**src/rtl/sub1p_hs.sv**
```systemverilog
// Pipelined split-word unsigned subtractor with valid/ready handshakes.
// The LSB borrow is folded into the MSB segment one stage after the segment subtracts.
module sub1p_hs #(
  parameter int unsigned WIDTH  = 17,
  parameter int unsigned WIDTH1 = 9,
  parameter int unsigned WIDTH2 = 8
) (
  input  logic             clk,
  input  logic             rst,
  input  logic             in_valid,
  output logic             in_ready,
  input  logic [WIDTH-1:0] x,
  input  logic [WIDTH-1:0] y,
  output logic             out_valid,
  input  logic             out_ready,
  output logic [WIDTH-1:0] diff,
  output logic             borrow,
  output logic             zero
);

  logic              en;
  logic [WIDTH1-1:0] xl, yl;
  logic [WIDTH2-1:0] xh, yh;
  logic              v0, v1;
  logic [WIDTH1:0]   r1;
  logic [WIDTH2:0]   r2;
  logic [WIDTH1-1:0] d_lo;
  logic [WIDTH2-1:0] d_hi;
  logic              borrow_c;
  logic              zero_c;

  // Whole pipeline advances only when the output slot is free or being drained.
  assign en       = !out_valid || out_ready;
  assign in_ready = en;

  always_ff @(posedge clk) begin
    if (rst) begin
      v0        <= 1'b0;
      v1        <= 1'b0;
      out_valid <= 1'b0;
    end else if (en) begin
      v0        <= in_valid;
      v1        <= v0;
      out_valid <= v1;
    end
  end

  // Stage data registers; contents are meaningless while the matching valid bit is low.
  always_ff @(posedge clk) begin
    if (en) begin
      xl <= x[WIDTH1-1:0];
      yl <= y[WIDTH1-1:0];
      xh <= x[WIDTH1 +: WIDTH2];
      yh <= y[WIDTH1 +: WIDTH2];
      r1 <= {1'b0, xl} - {1'b0, yl};
      r2 <= {1'b0, xh} - {1'b0, yh};
    end
  end

  // Borrow resolve: the MSB segment also underflows when it is zero and the LSB borrowed.
  always_comb begin
    d_lo     = r1[WIDTH1-1:0];
    d_hi     = r2[WIDTH2-1:0] - WIDTH2'(r1[WIDTH1]);
    borrow_c = r2[WIDTH2] | (r1[WIDTH1] & (r2[WIDTH2-1:0] == '0));
    zero_c   = ({d_hi, d_lo} == '0);
  end

  always_ff @(posedge clk) begin
    if (rst) begin
      diff   <= '0;
      borrow <= 1'b0;
      zero   <= 1'b0;
    end else if (en) begin
      diff   <= {d_hi, d_lo};
      borrow <= borrow_c;
      zero   <= zero_c;
    end
  end

endmodule

```
**config.mk**
```make
export PLATFORM = sky130hd
export DESIGN_NAME = sub1p_hs
export DESIGN_NICKNAME = d
export VERILOG_FILES = /design/src/rtl/sub1p_hs.sv
export SDC_FILE = /design/constraint.sdc
export NUM_CORES = 1
export LEC_CHECK = 0
export ABC_AREA = 1
export ABC_CLOCK_PERIOD_IN_PS = 6600
export CAP_MARGIN = 10
export CORE_MARGIN = 3
export CORE_UTILIZATION = 40
export DETAILED_ROUTE_END_ITERATION = 16
export HOLD_SLACK_MARGIN = 0.08
export MAX_ROUTING_LAYER = met4
export PLACE_DENSITY = 0.74
export REMOVE_ABC_BUFFERS = 1
export SYNTH_ARGS = -nofsm -noshare
export SYNTH_HDL_FRONTEND = slang
export SYNTH_SLANG_ARGS = --single-unit
```
**constraint.sdc**
```tcl
create_clock -name clk -period 6.6 [get_ports clk]
set_input_delay 1.98 -clock clk [delete_from_list [all_inputs] [get_ports clk]]
set_output_delay 1.98 -clock clk [all_outputs]
set_load 0.01 [all_outputs]
```
# [After elaboration in Yosys (flattened, before gate mapping)]
# Index checks and enable logic that the tools add are counted.
[classes] bitwise_logic=2 add_sub_neg=3 n_reduce_logical=4
[ops] operator="logical NOT 17 bit" n=1
[ops] operator="subtractor 9 x 9 -> 10 bit" n=1
[ops] operator="subtractor 8 x 8 -> 9 bit" n=1
[ops] operator="logical NOT 8 bit" n=1
[ops] operator="subtractor 8 x 1 -> 8 bit" n=1
[ops] operator="bitwise AND 1 bit" n=1
[ops] operator="logical NOT 1 bit" n=1
[ops] operator="logical OR 1 bit" n=1
[ops] operator="OR 1 bit" n=1
[totals] reg_bits=75 inputBits=38 out_inout_bits=21

# [Longest topological paths before layout]
# Gate-level depths: netlist of the first run.
[logic_depth] depth_word=3 ltp_mapped=12 mapped_depth_nobuf=12

# [Worst setup path after synthesis of the first run]
# Ideal clock, no wire load.
[synth_timing] kind="in2out" start="input out_ready" end="output in_ready" stages=4 slack_ns=1.612 required_ns=4.620 t_arrival_ns=3.008 cell_sequence="nor2_4 inv_1 buf_2 buf_2"
[synth_via] elab_chain_cells=1
[synth_rtl] element="start, declared" line_no="15" source="input logic out_ready,"
[synth_rtl] element="logical OR 1 bit" line_no="33" source="assign en = !out_valid || out_ready;"
[synth_rtl] element="end, declared" line_no="11" source="output logic in_ready,"
# Every way passes these cells.

# [Final worst setup path of the first run]
# Ends and elaborated chain as after synthesis.

==> metrics.yaml, run 1 <==
syn_avg_cell_area_um2: 10.8
netlist_top_cells_area: "edfxtp_1 (47%), dfxtp_1 (13%), ha_1 (7.5%)"
start_util: 0.423
netlist.area_leader.share: 0.474
crit_fanout: 15
relSlewSlack: 0.411
status: "complete, no violations"
wire_per_inst_um: 11.7
vias_per_cell: 4.68
vdd_ir_drop_max_uv: 109
critical_path_class: "in -> out"
synth_cell_types: 28
top_layer_used: "met4"
die_h_um: 97.6
post-dp-hpwl_mm: 4.04
cts_setup_buffers: 0
power.leakage_nw: 1.85
grt_max_degree: 82
gp_congestion: 0.801
wl_met1_mm: 2.63
postRouteAntennaNets: 0
layout.cells.most_common: "clkdlybuf4s50_1"
drc: 0
drive_gt1_frac: 0.0579
finalCritPeriodShare: 0.803
fmax_mhz: 189
rsz0062_at_grt: "no"
yosys.area.top_type: "edfxtp_1"
slew_violations: 0
num_io_pins: 59
ys_seq_area_frac: 0.606
grt_pass1_vias: 2222
grt_usage: 0.128
grt_first_pass_wirelength_mm: 9.59
required_ns: 4.62
dieWidth_um: 97.6
num_vias: 2257
antennaDiodeCount: 0
clockRootBuffer: "clkbuf_8"
firstDrtPassIters: 4
dr.first_iter.drc_count: 88
setup_tns_ns: 0
design.core.area_mm2: 0.00793
rows: 32
synthCells: 311
clock_latency_ns: 0.34
crit_path_start_kind: "input port"
route.met3.wl_um: 282
grt.overflow.total: 0
path_clk_slew_ns: 0.07
cts_inserted_buffers: 9
met2_length_mm: 2.59
arrival_ns: 3.32
setup_viol: 0
final_cell_mix: "clkdlybuf4s50_1 (58), edfxtp_1 (53), inv_1 (47)"
cts_tree: "done"
hold_class: "reg -> reg"
tightest_slew_ns: 0.883
htreeDepth: 3
synth_seq_cells: 75
finalNetCount: 435
cap_violations: 0
skew_ns: 0.00759
period_minus_slack_ns: 5.30
antenna_found_initial: 0
dieArea_mm2: 0.00952
place_inst: 466
ys_warn_count: 0
areaGrowthSynthToFinish_pct: 26.1
hold_viol: 0
wirelength_mm: 5.64
finalNonFillerCells: 482
clockBufferDepth: 2
synth_area_mm2: 0.00336
crit_path_end_kind: "output pin"
postCtsHoldBufs: 0
cts_sinks: 75
cts_resized: 0
powerDensity_mw_per_mm2: 280
port_buffers: 58
[stage by stage]
| stage | power, W | cell area (um^2) | utilization | hold WS (ns) | setup WS [ns] |
|---|---|---|---|---|---|
| after floorplan | 0.000747 | 3320 | - | 0.441 | 1.12 |
| after global placement | 0.000835 | 4030 | 0.509 | 0.450 | 1.27 |
| after detailed placement | 0.000844 | 4030 | 0.509 | 0.460 | 1.28 |
| after CTS | 0.00120 | 4230 | 0.534 | 0.478 | 1.26 |
| after global routing | 0.00125 | 4230 | 0.534 | 0.503 | 1.20 |
| final | 0.00119 | 4230 | 0.534 | 0.472 | 1.30 |
[registers in the layout (all words and copies together) (netlist names), 8 cells and up]
signal  count
diff       17
r1         10
r2          9
xl          9
yl          9
xh          8
yh          8
[metal layers]
layer / track usage / vias up
met2: 0.205 / 55
met5: - / -
met3: 0.0273 / 11
met1: 0.150 / 1024
met4: 0.0735 / 0
li1: - / 1167
[synthesized netlist by cell type, drive strengths merged]
cell type and n:
fa 2, inv 49, o21bai 3, nor4 1, nand3 13, dfxtp 22, nand2 39, edfxtp 53
o211ai 3, a21oi 20, a31oi 1, a21o 1, xnor2 3, o21a 1, o21ai 21, buf 4
o31ai 1, nand4 4, ha 20, clkbuf 2, nor2 37, xor2 11
[critical path, cell delays in order]
cell and delay, ns:
clkdlybuf4s50_1 0.45, nor2_4 0.32, inv_2 0.08, clkdlybuf4s50_1 0.49
[where the power goes]
group | switching (W) | internal [W]
logic | 0.000110 | 0.000109
registers | 0.0000349 | 0.000576
clock network | 0.000160 | 0.000195
total | 0.000305 | 0.000881
[path summary, 6_finish.rpt]
kind,slack (ns),start,cells after the start,to
max,1.30,out_ready,4,in_ready
min,0.47,v1,2,out_valid
max reg2reg,4.81,xl[0],9,r1[8]
min reg2reg,0.47,v1,2,out_valid
[kinds of logic (layout without fill, tap and decap cells)]
| kind of cell | after synthesis | in the layout | synth area share |
|---|---|---|---|
| flip-flops | 75 | 75 | 0.606 |
| buffers and inverters | 55 | 124 | 0.0660 |
| AO/OA/AOI/OAI | 51 | 51 | 0.0858 |
| AND/OR/NAND/NOR | 94 | 94 | 0.120 |
| adder cells (fa/ha/maj) | 22 | 22 | 0.0865 |
| XOR/XNOR | 14 | 14 | 0.0365 |
[final cells by class]
type / count / area, um^2
inverter: 49 / 184
tap: 102 / 128
clock inverter: 2 / 35.0
multi-input combinational: 181 / 1100
sequential: 75 / 2030
timing repair buffer: 59 / 588
fill: 717 / 3700
clock buffer: 14 / 163
Power figures use the tool's default switching activity.
==> run 2: changes to the inputs <==
--- a/config.mk
+++ b/config.mk
@@ -6,7 +6,7 @@
 export NUM_CORES = 1
 export LEC_CHECK = 0
 export ABC_AREA = 1
-export ABC_CLOCK_PERIOD_IN_PS = 6600
+export ABC_CLOCK_PERIOD_IN_PS = 4900
 export CAP_MARGIN = 10
 export CORE_MARGIN = 3
 export CORE_UTILIZATION = 40
==> constraint.sdc (replaced) <==
create_clock -name clk -period 4.9 [get_ports clk]
set_input_delay 1.47 -clock clk [delete_from_list [all_inputs] [get_ports clk]]
set_output_delay 1.47 -clock clk [all_outputs]
set_load 0.01 [all_outputs]
==> metrics.yaml, run 2 (synthesized netlist as in run 1, its figures left out) <==
multi_input_area_mm2: 0.00110
final_cell_mix: "clkdlybuf4s50_1 (58), edfxtp_1 (53), inv_1 (47)"
largest_reg_flops: 17
power.leakage_nw: 1.87
critical_path_class: "in -> out"
cp-startpoint: "out_ready"
fmax_mhz: 244
grt.overflow.total: 0
postRouteAntennaNets: 0
fillCellCount: 716
largestRegisters: "diff: 17 flops, r1: 10 flops"
hold_class: "reg -> reg"
htreeDepth: 3
drc: 0
cp-endpoint: "in_ready"
start_util: 0.423
setup_viol: 0
hold_viol: 0
cp_slowest_stage_delay_ns: 0.53
cp_num_cells: 4
vias_per_cell: 4.55
cts_setup_buffers: 0
finalNonFillerCells: 483
crit_path_start_kind: "input port"
arrival_ns: 2.63
drive_gt1_frac: 0.0656
pre_cts_ws_ns: 0.789
grt_max_degree: 82
cts_inserted_buffers: 9
port_buffers: 58
fin_hold_ws_ns: 0.478
dieWidth_um: 97.6
setup_tns_ns: 0
wire_per_inst_um: 11.3
postCtsHoldBufs: 0
num_io_pins: 59
rsz0062_at_grt: "no"
cap_violations: 0
worstReg2RegStart: "xl[0]"
finalCritPeriodShare: 0.837
cts_resized: 0
design.core.area_mm2: 0.00793
cts_sinks: 75
clock_latency_ns: 0.34
crit_path_end_kind: "output pin"
grt_pass1_vias: 2091
grt_first_pass_wirelength_mm: 9.30
largest_register: "diff"
vdd_ir_drop_max_uv: 201
rows: 32
post-dp-hpwl_mm: 3.99
slew_violations: 0
critPathBufInv: 3
finalNetCount: 436
crit_chain: "clkdlybuf4s50_1 -> nor2_4 -> inv_2 -> clkdlybuf4s50_1"
place_inst: 467
grt_usage: 0.124
status: "complete, no violations"
layout.cells.most_common: "clkdlybuf4s50_1"
powerDensity_mw_per_mm2: 382
path_clk_slew_ns: 0.07
period_minus_slack_ns: 4.10
crit_fanout: 2
num_vias: 2197
dieArea_mm2: 0.00952
clockRootBuffer: "clkbuf_8"
rr_endpoint: "r1[8]"
wirelength_mm: 5.46
skew_ns: 0.00662
crit_family: "buffers and inverters"
antennaDiodeCount: 0
tightest_slew_ns: 0.877
antenna_found_initial: 0
ff_latch_area_mm2: 0.00203
setup_ws_ns: 0.797
dr.first_iter.drc_count: 114
firstDrtPassIters: 4
clockBufferDepth: 2
required_ns: 3.43
relSlewSlack: 0.416
r2r_slack_ns: 3.09
areaGrowthSynthToFinish_pct: 27.0
gp_congestion: 0.801
cpMaxStageDelayCell: "clkdlybuf4s50_1"
cts_tree: "done"
p_total_w: 0.00163
die_h_um: 97.6
crit_top_cell: "clkdlybuf4s50_1"
reg2regPathDepth: 9
## run 2: cell type report
cell class	instances	share of cell area
multi-input cells	181	0.259
flip-flops and latches	75	0.477
repair buffers	60	0.140
well taps	102	0.0299
inverters	49	0.0431
clock inverters	3	0.00969
clock buffers	13	0.0423
## run 2: how the worst min path moves through the flow
| stage | from | end | slack, ns | cells after the start |
|---|---|---|---|---|
| 2_1_floorplan | v1 | out_valid | 0.44 | 2 |
| 6_report | v1 | out_valid | 0.48 | 2 |
| 5_1_grt | v1 | out_valid | 0.49 | 2 |
| 3_5_place_dp | v1 | out_valid | 0.46 | 2 |
| 3_3_place_gp | v1 | out_valid | 0.45 | 2 |
| 4_1_cts | v1 | out_valid | 0.48 | 2 |
## run 2: routing by layer
metal	global-route usage	part of all wire	routed length [um]
met1	0.153	0.46	2530
met3	0.0258	0.061	331
met2	0.187	0.45	2450
met4	0.0767	0.028	155
met5	-	0	0
## run 2: worst reg2reg max path: cells and delay by family, from the launching register on
kind	cells	cell delay [ns]
flip-flops	1	0.37
AND/OR/NAND/NOR	4	0.39
adder cells (fa/ha/maj)	2	0.52
buffers and inverters	2	0.12
XOR/XNOR	1	0.16
## run 2: metrics by stage
stage,utilization,area [um^2]
floorplan,-,3320
global placement,0.510,4040
detailed placement,0.510,4040
CTS,0.538,4260
global route,0.538,4260
finish,0.538,4260
## run 2: where the power goes
part	internal, W	switching [W]
clock network	0.000294	0.000217
logic	0.000148	0.000149
registers	0.000776	0.0000461
total	0.00122	0.000412
==> run 3: changes to the inputs <==
--- a/config.mk
+++ b/config.mk
@@ -6,7 +6,7 @@
 export NUM_CORES = 1
 export LEC_CHECK = 0
 export ABC_AREA = 1
-export ABC_CLOCK_PERIOD_IN_PS = 4900
+export ABC_CLOCK_PERIOD_IN_PS = 4100
 export CAP_MARGIN = 10
 export CORE_MARGIN = 3
 export CORE_UTILIZATION = 40
==> constraint.sdc (replaced) <==
create_clock -name clk -period 4.1 [get_ports clk]
set_input_delay 1.23 -clock clk [delete_from_list [all_inputs] [get_ports clk]]
set_output_delay 1.23 -clock clk [all_outputs]
set_load 0.01 [all_outputs]
==> metrics.yaml, run 3 (synthesized netlist as in run 1, its figures left out) <==
status: "complete, no violations"
critPathBufInv: 3
port_buffers: 58
crit_chain: "clkdlybuf4s50_1 -> nor2_4 -> inv_2 -> clkdlybuf4s50_1"
largest_register: "diff"
reg2regPathDepth: 9
gp_congestion: 0.793
fillCellCount: 720
dieWidth_um: 97.6
worstReg2RegStart: "xl[0]"
antennaDiodeCount: 0
drc: 0
cts_inserted_buffers: 9
period_minus_slack_ns: 3.63
cpMaxStageDelayCell: "clkdlybuf4s50_1"
rsz0062_at_grt: "no"
cts_tree: "done"
skew_ns: 0.00778
cap_violations: 0
tightest_slew_ns: 0.886
hold_class: "reg -> reg"
grt_first_pass_wirelength_mm: 9.12
cp_num_cells: 4
fmax_mhz: 276
grt_usage: 0.121
finalNonFillerCells: 483
postCtsHoldBufs: 0
largest_reg_flops: 17
setup_viol: 0
clockRootBuffer: "clkbuf_8"
clockBufferDepth: 2
powerDensity_mw_per_mm2: 444
relSlewSlack: 0.409
wirelength_mm: 5.36
power.leakage_nw: 1.85
finalCritPeriodShare: 0.884
finalNetCount: 436
vias_per_cell: 4.65
rr_endpoint: "r1[8]"
crit_fanout: 2
areaGrowthSynthToFinish_pct: 26.2
die_h_um: 97.6
cp-endpoint: "in_ready"
wire_per_inst_um: 11.1
layout.cells.most_common: "clkdlybuf4s50_1"
start_util: 0.423
setup_tns_ns: 0
clock_latency_ns: 0.33
dieArea_mm2: 0.00952
cp-startpoint: "out_ready"
slew_violations: 0
crit_path_end_kind: "output pin"
cts_setup_buffers: 0
largestRegisters: "diff: 17 flops, r1: 10 flops"
critical_path_class: "in -> out"
grt.overflow.total: 0
vdd_ir_drop_max_uv: 167
grt_pass1_vias: 2138
htreeDepth: 3
antenna_found_initial: 0
crit_path_start_kind: "input port"
num_vias: 2247
design.core.area_mm2: 0.00793
final_cell_mix: "clkdlybuf4s50_1 (58), edfxtp_1 (53), inv_1 (47)"
grt_max_degree: 82
postRouteAntennaNets: 0
cts_sinks: 75
path_clk_slew_ns: 0.07
r2r_slack_ns: 2.29
crit_top_cell: "clkdlybuf4s50_1"
cp_slowest_stage_delay_ns: 0.53
setup_ws_ns: 0.475
pre_cts_ws_ns: 0.479
crit_family: "buffers and inverters"
hold_viol: 0
dr.first_iter.drc_count: 97
firstDrtPassIters: 4
drive_gt1_frac: 0.0656
num_io_pins: 59
place_inst: 467
post-dp-hpwl_mm: 3.95
cts_resized: 0
required_ns: 2.87
final_util: 0.534
arrival_ns: 2.40
rows: 32
-- run 3: changes by cell type in the layout (fill, tap and decap cells not counted), sizes merged --
cell / previous run / this run
clkinv: 1 / 3
clkbuf: 13 / 11
-- run 3: per-stage QoR --
step	hold slack [ns]	total power [W]	cell area (um^2)
2_1_floorplan	0.441	0.00120	3320
3_3_place_gp	0.452	0.00134	4040
3_5_place_dp	0.469	0.00136	4040
4_1_cts	0.481	0.00191	4230
5_1_grt	0.507	0.00199	4230
6_report	0.480	0.00188	4230
-- run 3: worst min path at each step --
stage	from	end	slack [ns]	cells past startpoint
floorplan	v1	out_valid	0.44	2
global placement	v1	out_valid	0.45	2
detailed placement	v1	out_valid	0.47	2
CTS	zero	zero	0.48	2
global route	v1	out_valid	0.51	2
finish	v1	out_valid	0.48	2
-- run 3: routing by layer --
metal | global-route usage | part of all wire
met1 | 0.148 | 0.48
met2 | 0.186 | 0.45
met3 | 0.0366 | 0.057
met4 | 0.0490 | 0.017
met5 | - | 0
-- run 3: final cells by class --
type / count / area [um^2] / share of cell area
well taps: 102 / 128 / 0.0301
inverters: 49 / 184 / 0.0434
clock inverters: 5 / 51.3 / 0.0121
multi-input cells: 181 / 1100 / 0.260
flip-flops and latches: 75 / 2030 / 0.480
clock buffers: 11 / 141 / 0.0334
repair buffers: 60 / 596 / 0.141
-- run 3: worst register-to-register path: cells and delay by family (launching register included) --
| family | cells | cell delay (ns) |
|---|---|---|
| adder cells (fa/ha/maj) | 2 | 0.54 |
| AND/OR/NAND/NOR | 4 | 0.39 |
| flip-flops | 1 | 0.36 |
| XOR/XNOR | 1 | 0.15 |
| buffers and inverters | 2 | 0.11 |
-- run 3: power by group --
part           switching [W]  internal [W]  leakage, nW
logic               0.000178      0.000176         1.01
clock network       0.000247      0.000295        0.103
registers          0.0000551      0.000927        0.740
